**src/rtl/mem_access_unit_pkg.sv**
```systemverilog
// mem_access_unit_pkg: shared size/state encodings and alignment helper for the memory access unit.
package mem_access_unit_pkg;

    typedef enum logic [1:0] {
        SZ_WORD = 2'd0,
        SZ_BYTE = 2'd1,
        SZ_HALF = 2'd2,
        SZ_RSVD = 2'd3
    } size_e;

    typedef enum logic [2:0] {
        S_IDLE = 3'd0,
        S_RD1  = 3'd1,
        S_RD2  = 3'd2,
        S_RD3  = 3'd3,
        S_WR   = 3'd4,
        S_DONE = 3'd5
    } state_e;

    localparam int READ_LAT = 2;

    // Read data is captured READ_LAT states after the address is first driven in RD1.
    localparam state_e S_CAPTURE = state_e'(3'(S_RD1) + 3'(READ_LAT));

    function automatic logic misaligned(input logic [1:0] size, input logic [1:0] off);
        return (size == SZ_RSVD) || (size == SZ_HALF && off[0]) || (size == SZ_WORD && off != 2'b00);
    endfunction

endpackage

```
**src/rtl/mem_lane_sel.sv**
```systemverilog
// mem_lane_sel: little-endian lane extract with sign/zero extension and sub-word merge into a read word.
module mem_lane_sel
    import mem_access_unit_pkg::*;
(
    input  logic [1:0]  size,
    input  logic        sext,
    input  logic [1:0]  off,
    input  logic [31:0] word,
    input  logic [31:0] wdata,
    output logic [31:0] ext,
    output logic [31:0] merged
);

    logic [7:0]  lane_b;
    logic [15:0] lane_h;
    logic [31:0] mask;
    logic [31:0] wrep;

    always_comb begin
        lane_b = word[{off, 3'b000} +: 8];
        lane_h = word[{off[1], 4'b0000} +: 16];
        ext    = (size == SZ_BYTE) ? {{24{sext & lane_b[7]}}, lane_b} :
                 (size == SZ_HALF) ? {{16{sext & lane_h[15]}}, lane_h} : word;
        // Replicate the store data across all lanes; the mask picks which ones land.
        mask   = (size == SZ_BYTE) ? (32'h0000_00FF << {off, 3'b000}) :
                 (size == SZ_HALF) ? (off[1] ? 32'hFFFF_0000 : 32'h0000_FFFF) : 32'hFFFF_FFFF;
        wrep   = (size == SZ_BYTE) ? {4{wdata[7:0]}} :
                 (size == SZ_HALF) ? {2{wdata[15:0]}} : wdata;
        merged = (word & ~mask) | (wrep & mask);
    end

endmodule

```
**src/rtl/mem_access_unit.sv**
```systemverilog
// mem_access_unit: load/store sequencer with aligned word access, sub-word read-modify-write
// and misalignment reporting.
module mem_access_unit
    import mem_access_unit_pkg::*;
(
    input  logic        clk,
    input  logic        rst,
    input  logic        req,
    input  logic        we,
    input  logic [1:0]  size,
    input  logic        sext,
    input  logic [31:0] addr,
    input  logic [31:0] wdata,
    output logic [31:0] mem_addr,
    output logic        mem_wr,
    output logic [31:0] mem_wdata,
    input  logic [31:0] mem_rdata,
    output logic [31:0] rdata,
    output logic        busy,
    output logic        done,
    output logic        err
);

    state_e      state_q, state_d;
    logic        we_q, we_d;
    logic        sext_q, sext_d;
    logic [1:0]  size_q, size_d;
    logic [1:0]  off_q, off_d;
    logic [31:0] wdata_q, wdata_d;
    logic [31:0] mem_addr_q, mem_addr_d;
    logic [31:0] mem_wdata_q, mem_wdata_d;
    logic [31:0] rdata_q, rdata_d;
    logic        mem_wr_q, mem_wr_d;
    logic        err_q, err_d;
    logic [31:0] ext;
    logic [31:0] merged;

    mem_lane_sel u_lane (
        .size   (size_q),
        .sext   (sext_q),
        .off    (off_q),
        .word   (mem_rdata),
        .wdata  (wdata_q),
        .ext    (ext),
        .merged (merged)
    );

    always_comb begin
        state_d     = state_q;
        we_d        = we_q;
        sext_d      = sext_q;
        size_d      = size_q;
        off_d       = off_q;
        wdata_d     = wdata_q;
        mem_addr_d  = mem_addr_q;
        mem_wdata_d = mem_wdata_q;
        rdata_d     = rdata_q;
        err_d       = err_q;
        mem_wr_d    = 1'b0;
        case (state_q)
            S_IDLE: if (req) begin
                we_d    = we;
                sext_d  = sext;
                size_d  = size;
                off_d   = addr[1:0];
                wdata_d = wdata;
                if (misaligned(size, addr[1:0])) begin
                    state_d = S_DONE;
                    err_d   = 1'b1;
                end else begin
                    mem_addr_d = {addr[31:2], 2'b00};
                    if (we && size == SZ_WORD) begin
                        state_d     = S_WR;
                        mem_wr_d    = 1'b1;
                        mem_wdata_d = wdata;
                    end else begin
                        state_d = S_RD1;
                    end
                end
            end
            S_RD1, S_RD2: state_d = state_e'(state_q + 3'd1);
            S_CAPTURE: if (we_q) begin
                state_d     = S_WR;
                mem_wr_d    = 1'b1;
                mem_wdata_d = merged;
            end else begin
                state_d = S_DONE;
                rdata_d = ext;
                err_d   = 1'b0;
            end
            S_WR: begin
                state_d = S_DONE;
                err_d   = 1'b0;
            end
            S_DONE: begin
                state_d    = S_IDLE;
                mem_addr_d = '0;
            end
            default: state_d = S_IDLE;
        endcase
    end

    always_ff @(posedge clk) begin
        if (rst) begin
            state_q     <= S_IDLE;
            we_q        <= 1'b0;
            sext_q      <= 1'b0;
            size_q      <= 2'b00;
            off_q       <= 2'b00;
            wdata_q     <= '0;
            mem_addr_q  <= '0;
            mem_wdata_q <= '0;
            rdata_q     <= '0;
            mem_wr_q    <= 1'b0;
            err_q       <= 1'b0;
        end else begin
            state_q     <= state_d;
            we_q        <= we_d;
            sext_q      <= sext_d;
            size_q      <= size_d;
            off_q       <= off_d;
            wdata_q     <= wdata_d;
            mem_addr_q  <= mem_addr_d;
            mem_wdata_q <= mem_wdata_d;
            rdata_q     <= rdata_d;
            mem_wr_q    <= mem_wr_d;
            err_q       <= err_d;
        end
    end

    assign mem_addr  = mem_addr_q;
    assign mem_wr    = mem_wr_q;
    assign mem_wdata = mem_wdata_q;
    assign rdata     = rdata_q;
    assign err       = err_q;
    assign busy      = state_q != S_IDLE;
    assign done      = state_q == S_DONE;

endmodule

```
**config.mk**
```make
export PLATFORM = sky130hd
export DESIGN_NAME = mem_access_unit
export DESIGN_NICKNAME = d
export VERILOG_FILES = /design/src/rtl/mem_access_unit_pkg.sv /design/src/rtl/mem_lane_sel.sv /design/src/rtl/mem_access_unit.sv
export SDC_FILE = /design/constraint.sdc
export NUM_CORES = 1
export LEC_CHECK = 0
export ABC_AREA = 1
export CAP_MARGIN = 20
export CORE_MARGIN = 5
export CORE_UTILIZATION = 35
export DETAILED_ROUTE_END_ITERATION = 16
export MAX_ROUTING_LAYER = met4
export SLEW_MARGIN = 20
export SYNTH_ARGS = -nofsm -noshare
export SYNTH_HDL_FRONTEND = slang
export SYNTH_SLANG_ARGS = --single-unit
```
**constraint.sdc**
```tcl
create_clock -name clk -period 2.2 [get_ports clk]
set_input_delay 0.22 -clock clk [delete_from_list [all_inputs] [get_ports clk]]
set_output_delay 0.22 -clock clk [all_outputs]
set_load 0.02 [all_outputs]
```
# Yosys cells after proc, flatten, opt, wreduce, memory -nomap -nowiden
# Index checks and enable logic that the tools add are counted.
[totals]
register_bits = 139
input_bits = 103
out_inout_bits = 100
elab_cells = 84
[op_classes]
n_addsub = 1
n_eq_ne = 15
shift = 3
n_mux = 29
bitwise = 7
reduce_logical = 18
[ops]
columns = ["op", "count"]
rows = [
  ["two-way mux 32 bit", 13],
  ["case mux 32 bit (2 select lines)", 2],
  ["AND 32 bit", 2],
  ["NOT 32 bit", 1],
  ["bitwise OR 32 bit", 1],
  ["indexed part select 32 x 6 -> 16 bit", 1],
  ["indexed part select 32 x 6 -> 8 bit", 1],
  ["left shift 8 x 5 -> 32 bit (first input constant)", 1],
  ["inequality test 2 bit (second input constant)", 6],
  ["case mux 3 bit (4 select lines)", 1],
  ["two-way mux 3 bit", 3],
  ["two-way mux 1 bit", 8],
  ["== test 2 bit (second input constant)", 3],
  ["== test 3 x 2 -> 1 bit (second input constant)", 2],
  ["== test 3 bit (second input constant)", 2],
  ["nonzero test 2 bit", 3],
  ["nonzero test 3 bit", 2],
  ["AND reduction 5 bit", 1],
  ["AND reduction 2 bit", 2],
  ["AND reduction 4 bit", 1],
  ["adder 3 x 1 -> 3 bit (second input constant)", 1],
  ["== test 3 x 1 -> 1 bit (second input constant)", 1],
  ["logical AND 1 bit", 3],
  ["logical NOT 3 bit", 1],
  ["9 further kinds", 11],
]

# Logic depth before layout (Yosys ltp)
[logic_depth]
depth_word = 8
mapped_depth = 12
ltp_nobuf = 10

# Cells and area by module
# Synthesis repeated with hierarchy kept, for this count alone.
[hier_totals]
cells_unflattened = 1262
hier_area_um2 = 7566.0
[by_module_without_submodules]
columns = ["module", "n_inst", "cells_each", "area_each_um2", "seq_area_each_um2"]
rows = [
  ["mem_access_unit", 1, 889, 5974.5, 2742.6],
  ["mem_lane_sel", 1, 373, 1591.5, 0.0],
]

# Worst setup path before layout
# OpenSTA, ideal clock, no wires.
[synth_timing]
kind = "reg-to-reg"
start = "reg state_q[0]"
end = "reg mem_wdata_q[22], in the netlist mem_wdata[22]"
setup_time_ns = 0.117
t_arrival_ns = 1.729
required_ns = 2.083
setup_slack_ns = 0.354
path_stages_with_launch = 12
path_buffers = 3
period_less_slack_ns = 1.846
path_cell_list = "dfxtp_1 -> ha_1 -> ha_1 -> buf_2 -> nand2_2 -> nand2_1 -> nor2_4 -> nand2_2 -> buf_6 -> buf_2 -> nor2_1 -> a21oi_1"
[synth_via]
elab_chain_cells = 3
elab_cells_between_ends = 9
classes_between = "eq/ne: 5; mux: 1; reduce/logical: 3"
[synth_lines]
columns = ["item", "line_no", "rtl"]
rows = [
  ["start: declaration", "mem_access_unit.sv:24", "state_e state_q, state_d;"],
  ["start signal: assignment", "mem_access_unit.sv:117", "state_q <= state_d;"],
  ["== test 3 x 2 -> 1 bit or logical NOT 3 bit (tied branches)", "mem_access_unit.sv:60", "case (state_q)"],
  ["inequality test 2 bit (no line) or nonzero test 2 bit (tied branches)", "n/a", ""],
  ["AND reduction 5 bit (no line)", "n/a", ""],
  ["end signal: assignment", "mem_access_unit.sv:124", "mem_wdata_q <= mem_wdata_d;"],
  ["end: declaration", "mem_access_unit.sv:31", "logic [31:0] mem_wdata_q, mem_wdata_d;"],
]
# Several ways; a longest one is shown, not always the timed one.
# A chain may end at the register's enable or synchronous reset.

# Worst setup path after layout
[layout_timing]
start = "reg state_q[1]"
end = "out done"
[layout_via]
elab_chain_cells = 1
[layout_lines]
columns = ["item", "line_no", "rtl"]
rows = [
  ["== test 3 bit", "mem_access_unit.sv:137", "assign done = state_q == S_DONE;"],
  ["end: declaration", "mem_access_unit.sv:20", "output logic done,"],
]
# No other way between the ends.

==> metrics <==
final cell count without fillers around 1800; Required @ worst endpoint ~2000 ps; flops & latches, synth ~140; final worst slack roughly 170 ps; f_max approximately 0.49 GHz; worst hold start wdata[31]; M1 GR Usage around 28%; Area Overhead vs Synth 38.1%; core area 21800 µm²; Leak between 5 and 6 nW; hold_buf cts 0; clock slew seen by the registers of the worst setup and hold paths about 60 ps; Crit Path Max Fanout 4; leading cell type in the layout, fill and taps excluded nand2_1; Worst Hold End wdata_q[31]; Internal Power 7.80 mW; GRT Util Overall between 20% and 30%; post-synthesis sequential area ratio between 30 and 40%; pre-CTS setup slack 171 ps; clk buf depth 2; RePlAce Congestion 0.940; P_sw about 5.8 mW; final core occ 49.1%; slowest stage cell, crit path clkdlybuf4s50_1; GRT Max-Usage Layer met2; status completed; I/O pin cnt 203; Fin. Hold Viols 0; area occupied by multi-input gates 3920 µm²; largest net degree at the start of global routing 79; Final Max Slew Viols 0; first-pass GRT wire length ~43 mm; DR iter-0 viols ~530; Mapped Area approximately 7800 µm²; total placed instance area ~10000 µm²; cell count of the worst reg-to-reg path 10; Worst Hold Depth 3; 1st-pass router iterations 5; CTS root buf clkbuf_16; # H-tree levels 4; Resized cells post-CTS 2; Slew headroom between 60% and 70%; ANT nets after route 0; Tmin final 2030 ps; Yosys cell types 22; # DRC 0; setup slack, reg-to-reg around 260 ps; top cells by area, synth dfxtp_1, nand2_1, nor2_1, inv_1, nand3_1; Die Wd about 160 µm; Mapped Cells approximately 1300; Num CTS Buffers 17; top-area cell type share of the netlist area 35.4%; yosys warns 0; die footprint 25200 µm²; Fin Setup TNS 0 ps; clk sinks ~140; Flop pwr share 28.1%; crit-path cells inv_1 -> ha_1 -> nand2_1 -> inv_1 -> clkdlybuf4s50_1; Final nets around 1600; Final setup viols 0; Top cell by count, worst path inv_1; CTS tree yes; Largest stage delay, worst path between 600 and 700 ps; most frequent cells in the layout nand2_1, nor2_1, clkdlybuf4s50_1; Detail Placement HPWL ~20 mm; Critical Path AT approximately 1800 ps; FF/Latch Area between 2000 and 3000 µm²; max_cap viols 0; layout cells sized above 1 5.98%; remaining global-route overflow 0; Tcrit/Tclk final between 90 and 100%; Worst Skew 11.5 ps; Critical Path End Type primary output; Routed WL per cell 15.1 µm; vias per cell between 4 and 5; Port-buffer cells 200; unrepaired setup endpoints after global routing false; reg-to-reg critical path startpoint state_q[0]; Worst-Margin Slew approximately 540 ps; initial antenna violation count 1; die height roughly 160 µm; clk_lat worst skew 430 ps; cell taking the most area after synthesis dfxtp_1; crit path launch type flop; WS Path Type reg2out; Std-Cell Rows 54; HP Class in2reg; Logic pwr share around 49%; Final Cell Area 10700 µm²; worst vdd ir approximately 0.68 mV; total setup buffers inserted after CTS 0; switching part of the total between 40 and 50%; Post-Place Cells between 1500 and 2000; reg-to-reg endpoint mem_wdata[19]; Post-Route WL approximately 27 mm; PD cells roughly 1300 nW/µm²; WP buf/inv 3; post-synthesis average cell area ~5.9 µm²; GR Util met3 around 6.7%; # fillers between 2000 and 2500; via count approximately 8500; Starting Density a little over a third; crit-path leading delay family buffers and inverters; number of global-route vias before repair approximately 8000; Clock Power Share 22.8%; met2 usage about a third
registers in the layout, indices dropped and copies added, names as in the netlist:
register,count
wdata_q,32
rdata,32
off_q,2
size_q,2
err,1
we_q,1
state_q,3
mem_addr,30
mem_wr,1
mem_wdata,32
sext_q,1
power groups by stage:
stage                     registers, mW  clock network, mW  logic (mW)
after detailed placement           3.87                  0        6.65
after floorplan                    4.43                  0        3.62
final                              3.82               3.10        6.66
after CTS                          3.83               3.16        6.69
after global placement             3.87                  0        6.60
after global routing               3.93               3.27        7.47
how the worst max path moves through the flow:
stage                           from            end  slack (ps)  depth (start not counted)
after global placement    state_q[0]  mem_wdata[23]         270                         10
after CTS                 state_q[1]           done         110                          5
after floorplan           state_q[0]  mem_wdata[22]         350                         11
final                     state_q[1]           done         170                          5
after global routing      state_q[0]    wdata_q[15]          40                         10
after detailed placement  state_q[0]  mem_wdata[16]         170                          9
cell usage after synthesis:
master	n
a21oi_1	97
buf_1	5
buf_2	27
buf_4	4
buf_6	6
clkbuf_1	35
clkinv_1	1
conb_1	1
dfxtp_1	137
ha_1	5
inv_1	186
inv_2	4
nand2_1	391
nand2_2	6
nand3_1	125
nand3_2	1
nor2_1	212
nor2_2	2
nor2_4	1
nor3_1	2
o21ai_0	76
o31ai_1	1
routing by layer:
layer | up-vias | wire, µm
li1 | 4414 | -
met1 | 3719 | 12200
met2 | 283 | 12400
met3 | 36 | 2170
met4 | 0 | 557
met5 | - | 0
per-stage QoR:
step	power (mW)	hold slack (ps)
6_report	13.6	355
2_1_floorplan	8.05	355
3_5_place_dp	10.5	456
5_1_grt	14.7	371
3_3_place_gp	10.5	448
4_1_cts	13.7	349
layout make-up:
cell class	count	share of cell area (%)
Antenna cell	1	0.0234
Clock buffer	20	4.36
Clock inverter	12	1.52
Inverter	191	6.70
Multi-Input combinational cell	921	36.6
Sequential cell	137	25.6
Tap cell	280	3.27
Timing Repair Buffer	242	21.9
worst min-delay path, stage by stage:
cell and delay, ps:
clkdlybuf4s50_1 400, inv_1 60, a21oi_1 50
cells by family (layout without fill, tap and decap cells):
| family | Yosys count | after routing | share of synthesized area, % |
|---|---|---|---|
| other cells | 1 | 3 | 0.0484 |
| fa+ha+maj | 5 | 5 | 0.807 |
| compound gates | 174 | 174 | 11.3 |
| simple gates | 740 | 740 | 38.3 |
| flops | 137 | 137 | 35.4 |
| buf+inv | 268 | 465 | 14.2 |
No activity file was read; power rests on OpenSTA's default activity.
==> variant 1, RTL diff (same settings) <==
Register the outputs `busy` and `done`, without a reset; this adds one clock of latency there. The other outputs are not delayed to match.
--- a/src/rtl/mem_access_unit.sv
+++ b/src/rtl/mem_access_unit.sv
@@ -134,6 +134,8 @@
     assign rdata     = rdata_q;
     assign err       = err_q;
-    assign busy      = state_q != S_IDLE;
-    assign done      = state_q == S_DONE;
+    always_ff @(posedge clk) begin
+        busy <= state_q != S_IDLE;
+        done <= state_q == S_DONE;
+    end
 
 endmodule
Function: changed (a bounded check fails within 4 cycles, from zero or initial values and one cycle with rst high).
==> variant 1 against the unedited design <==
  * Synthesized cell count increased by 0.15%
  * Routed wire length down 0.72%
  * Critical endpoint is now off_q[1]$_SDFFE_PP0P_
  * Synthesized area increased by 0.52%
  * Power decreased by 0.96%
  * Sequential cell count rose by 2
  * Setup slack improved by 0.040 ns
  * Sequential share of layout area grew 0.40 points
  * Design area barely moved
  * Largest power group unchanged
  * Global-route usage fell by 0.15 points
==> variant 1: results (changes against the unedited design) <==
cp_slowest_cell: "o21ai_0"
diodes: 0  # -1
cts_resized: 0  # -2
synth_area_leaders: "dfxtp_1 36%, nand2_1 19%, nor2_1 10%"
layout-drive-gt1-share_pct: 5.84  # -0.14 points
hpwl_um: 20400  # +0.79%
synthAdderAreaFrac_pct: 0.803  # -0.0041 points
leakage_nw: 5.29  # -0.22%
reg2reg_to: "off_q[1]$_SDFFE_PP0P_"
avgViaCountPerCell: 4.72  # +0.72%
total_power_w: 0.0135  # -0.96%
arrival_ns: 2.29  # +0.48 ns
clock-root-buffer: "clkbuf_16"
antenna_found_initial: 0  # -1
power_frac_comb_pct: 49.4  # +0.4 points
dr.pass1.iters: 6  # +1
grt_max_degree: 57  # -28%
r2r_slack_ns: 0.21  # -0.05 ns
pwr-share-clk_pct: 21.5  # -1.3 points
min_to: "we_q$_SDFFE_PP0P_"
grt.total_usage_pct: 21.4  # -0.15 points
synth_common_cells: "391 x nand2_1, 212 x nor2_1, 186 x inv_1"
worst-path-max-fanout: 40  # +36
ys_seq_area_share_pct: 35.7  # +0.33 points
wl_um: 27100  # -0.72%
grt_pass1_wl_um: 43200  # about the same
outcome: "complete, no violations"
min-delay-start: "we"
dp_slack_ns: 0.242  # +0.0709 ns
whs_ns: 0.361  # +0.00550 ns
grt_pass1_vias: 7995  # -0.47%
place.gp.congestion: 0.926  # -1.5%
relSlewSlack_pct: 62.0  # -1.5 points
drtIter0Drc: 602  # +13%
clock_skew_ns: 0.0148  # +0.00332 ns
synth_compound_area_share_pct: 11.2  # -0.058 points
nets: 1619  # +0.062%
slowest_delay_ns: 0.36  # -0.25 ns
## variant 1: cell count changes in the layout (fill, tap and decap cells not counted), moves of 2 or more
cell and delta:
clkinvlp_4 +2, dfxtp_1 +2, inv_6 +2, bufinv_16 -2
## variant 1: area by class of cell
type	count	area [um2]
Fill cell	2337	11200
Inverter	191	717
Clock buffer	19	453
Clock inverter	13	130
Timing Repair Buffer	241	2350
Sequential cell	139	2780
Multi-Input combinational cell	921	3920
Tap cell	280	350
## variant 1: logic make-up after synthesis
logic type                 after synthesis
DFF                                    139
and+or+nand+nor                        740
buffers and inverters                  268
AOI/OAI and AO/OA                      174
other                                    1
adders and majority gates                5
## variant 1: through the flow
step	area, um2	instances
floorplan	7800	1328
global placement	10100	1772
CTS	10700	1804
global route	10700	1804
detailed placement	10100	1772
finish	10700	1804
## variant 1: layer usage
metal	up-vias	wire length [um]	track usage, %
met1	3781	12500	28.3
met2	281	12400	33.6
li1	4423	-	-
met5	-	0	-
met4	0	433	5.35
met3	28	1780	4.63
## variant 1: worst max-delay path by stage
stage                             from                         end  slack, ns  depth (start not counted)
5_1_grt        state_q[0]$_SDFFE_PP0N_   mem_addr[13]$_SDFFE_PP0P_       0.06                         10
4_1_cts        state_q[0]$_SDFFE_PP0N_  mem_wdata[11]$_SDFFE_PP0P_       0.24                         10
6_report       state_q[0]$_SDFFE_PP0N_       off_q[1]$_SDFFE_PP0P_       0.21                         10
3_5_place_dp   state_q[0]$_SDFFE_PP0N_  mem_wdata[11]$_SDFFE_PP0P_       0.24                         10
2_1_floorplan  state_q[0]$_SDFFE_PP0N_  mem_wdata[22]$_SDFFE_PP0P_       0.35                         11
3_3_place_gp   state_q[0]$_SDFFE_PP0N_   mem_wdata[7]$_SDFFE_PP0P_       0.29                         10
==> variant 2, RTL diff (same settings) <==
Made on the original files. Take the reset off `wdata_q`, `mem_addr_q`, `mem_wdata_q` and `rdata_q` and load them in a clocked block of their own.
--- a/src/rtl/mem_access_unit.sv
+++ b/src/rtl/mem_access_unit.sv
@@ -108,8 +108,4 @@
             size_q      <= 2'b00;
             off_q       <= 2'b00;
-            wdata_q     <= '0;
-            mem_addr_q  <= '0;
-            mem_wdata_q <= '0;
-            rdata_q     <= '0;
             mem_wr_q    <= 1'b0;
             err_q       <= 1'b0;
@@ -120,11 +116,14 @@
             size_q      <= size_d;
             off_q       <= off_d;
-            wdata_q     <= wdata_d;
-            mem_addr_q  <= mem_addr_d;
-            mem_wdata_q <= mem_wdata_d;
-            rdata_q     <= rdata_d;
             mem_wr_q    <= mem_wr_d;
             err_q       <= err_d;
         end
+    end
+
+    always_ff @(posedge clk) begin
+        wdata_q     <= wdata_d;
+        mem_addr_q  <= mem_addr_d;
+        mem_wdata_q <= mem_wdata_d;
+        rdata_q     <= rdata_d;
     end
 
Function: changed (a bounded check fails within 4 cycles, from zero or initial values and one cycle with rst high).
==> variant 2 against the unedited design <==
  * Utilization is 2.9 points higher
  * Power down 17%
  * Synthesized area shrank 15%
  * Design area fell by 9.9%
  * Highest routed layer unchanged
  * Routed wire length is 25% lower
  * Setup slack lost 0.033 ns
  * Combinational power fell by 37%
  * Global-route usage shrank 2.3 points
  * Sequential cell count stayed put
==> variant 2: results (changes against the unedited design) <==
outcome: "complete, no violations"
timing.final.ws_setup_ns: 0.134  # -0.0326 ns
synth-edff-count: 126  # +126
startpoint: "state_q[0]$_SDFFE_PP0N_"
n_fill_cell: 1711  # -27%
r2r_slack_ns: 0.33  # +0.07 ns
grt_util_met3_pct: 4.72  # -1.9 points
min_to: "mem_wr$_SDFF_PP0_"
final_cells: 1174  # -35%
wl_per_cell_um: 17.4  # +15%
hpwl_um: 15300  # -24%
rr_worst_depth: 6  # -4
reg2reg_to: "rdata[19]$_DFFE_PP_"
endpoint: "busy"
wl_met2_um: 10000  # -19%
grt_util_met1_pct: 24.2  # -3.4 points
clock_skew_ns: 0.00874  # -0.00271 ns
met3_length_um: 1320  # -39%
synth_area_leaders: "edfxtp_1 58%, nand2_1 14%, inv_1 4.6%"
syn_avg_cell_area_um2: 9.21  # +57%
tightest_slew_ns: 0.592  # +0.0476 ns
grt.total_usage_pct: 19.3  # -2.3 points
drtIter0Drc: 506  # -4.7%
worst-path-max-fanout: 7  # +3
hold-path-cell-count: 2  # -1
layout-drive-gt1-share_pct: 8.52  # +2.5 points
synthDistinctLibCells: 28  # +27%
arrival_ns: 1.85  # +0.04 ns
min-delay-start: "rst"
avgViaCountPerCell: 4.73  # +0.99%
leakage_nw: 4.07  # -23%
grt_pass1_wl_um: 30900  # -28%
nets: 1034  # -36%
place.gp.congestion: 0.903  # -3.9%
ys_seq_area_share_pct: 60.9  # +25 points
synth_common_cells: "242 x nand2_1, 126 x edfxtp_1, 80 x inv_1"
cts_resized: 0  # -2
dp.cells: 1141  # -36%
wl_met1_um: 8720  # -29%
slowest_delay_ns: 0.64  # +0.03 ns
reg2reg_from: "off_q[0]$_SDFFE_PP0P_"
grt_max_degree: 41  # -48%
irDropWorstVdd_mv: 0.734  # +8.6%
dpl-instance-area_um2: 9000  # -11%
whs_ns: 0.376  # +0.0212 ns
[variant 2: cell families (layout without fill, tap and decap cells)]
| logic type | after synthesis | after routing | share of synthesized area [%] |
|---|---|---|---|
| buf+inv | 112 | 336 | 6.94 |
| simple gates | 379 | 379 | 24.6 |
| other cells | 1 | 3 | 0.0570 |
| flops | 137 | 137 | 60.9 |
| compound gates | 80 | 80 | 6.54 |
| fa+ha+maj | 5 | 5 | 0.951 |
[variant 2: cell type report]
cell class | instances | area share (%)
timing repair buffer | 218 | 22.4
inverter | 86 | 3.57
clock buffer | 20 | 4.63
antenna | 1 | 0.0259
tap | 234 | 3.03
clock inverter | 12 | 2.06
sequential | 137 | 41.5
multi-input combinational | 466 | 22.7
[variant 2: power breakdown]
group / switching (W) / internal, W / total (W)
sequential: 0.000267 / 0.00373 / 0.00400
clock: 0.00107 / 0.00204 / 0.00311
combinational: 0.00256 / 0.00161 / 0.00417
total: 0.00389 / 0.00738 / 0.0113
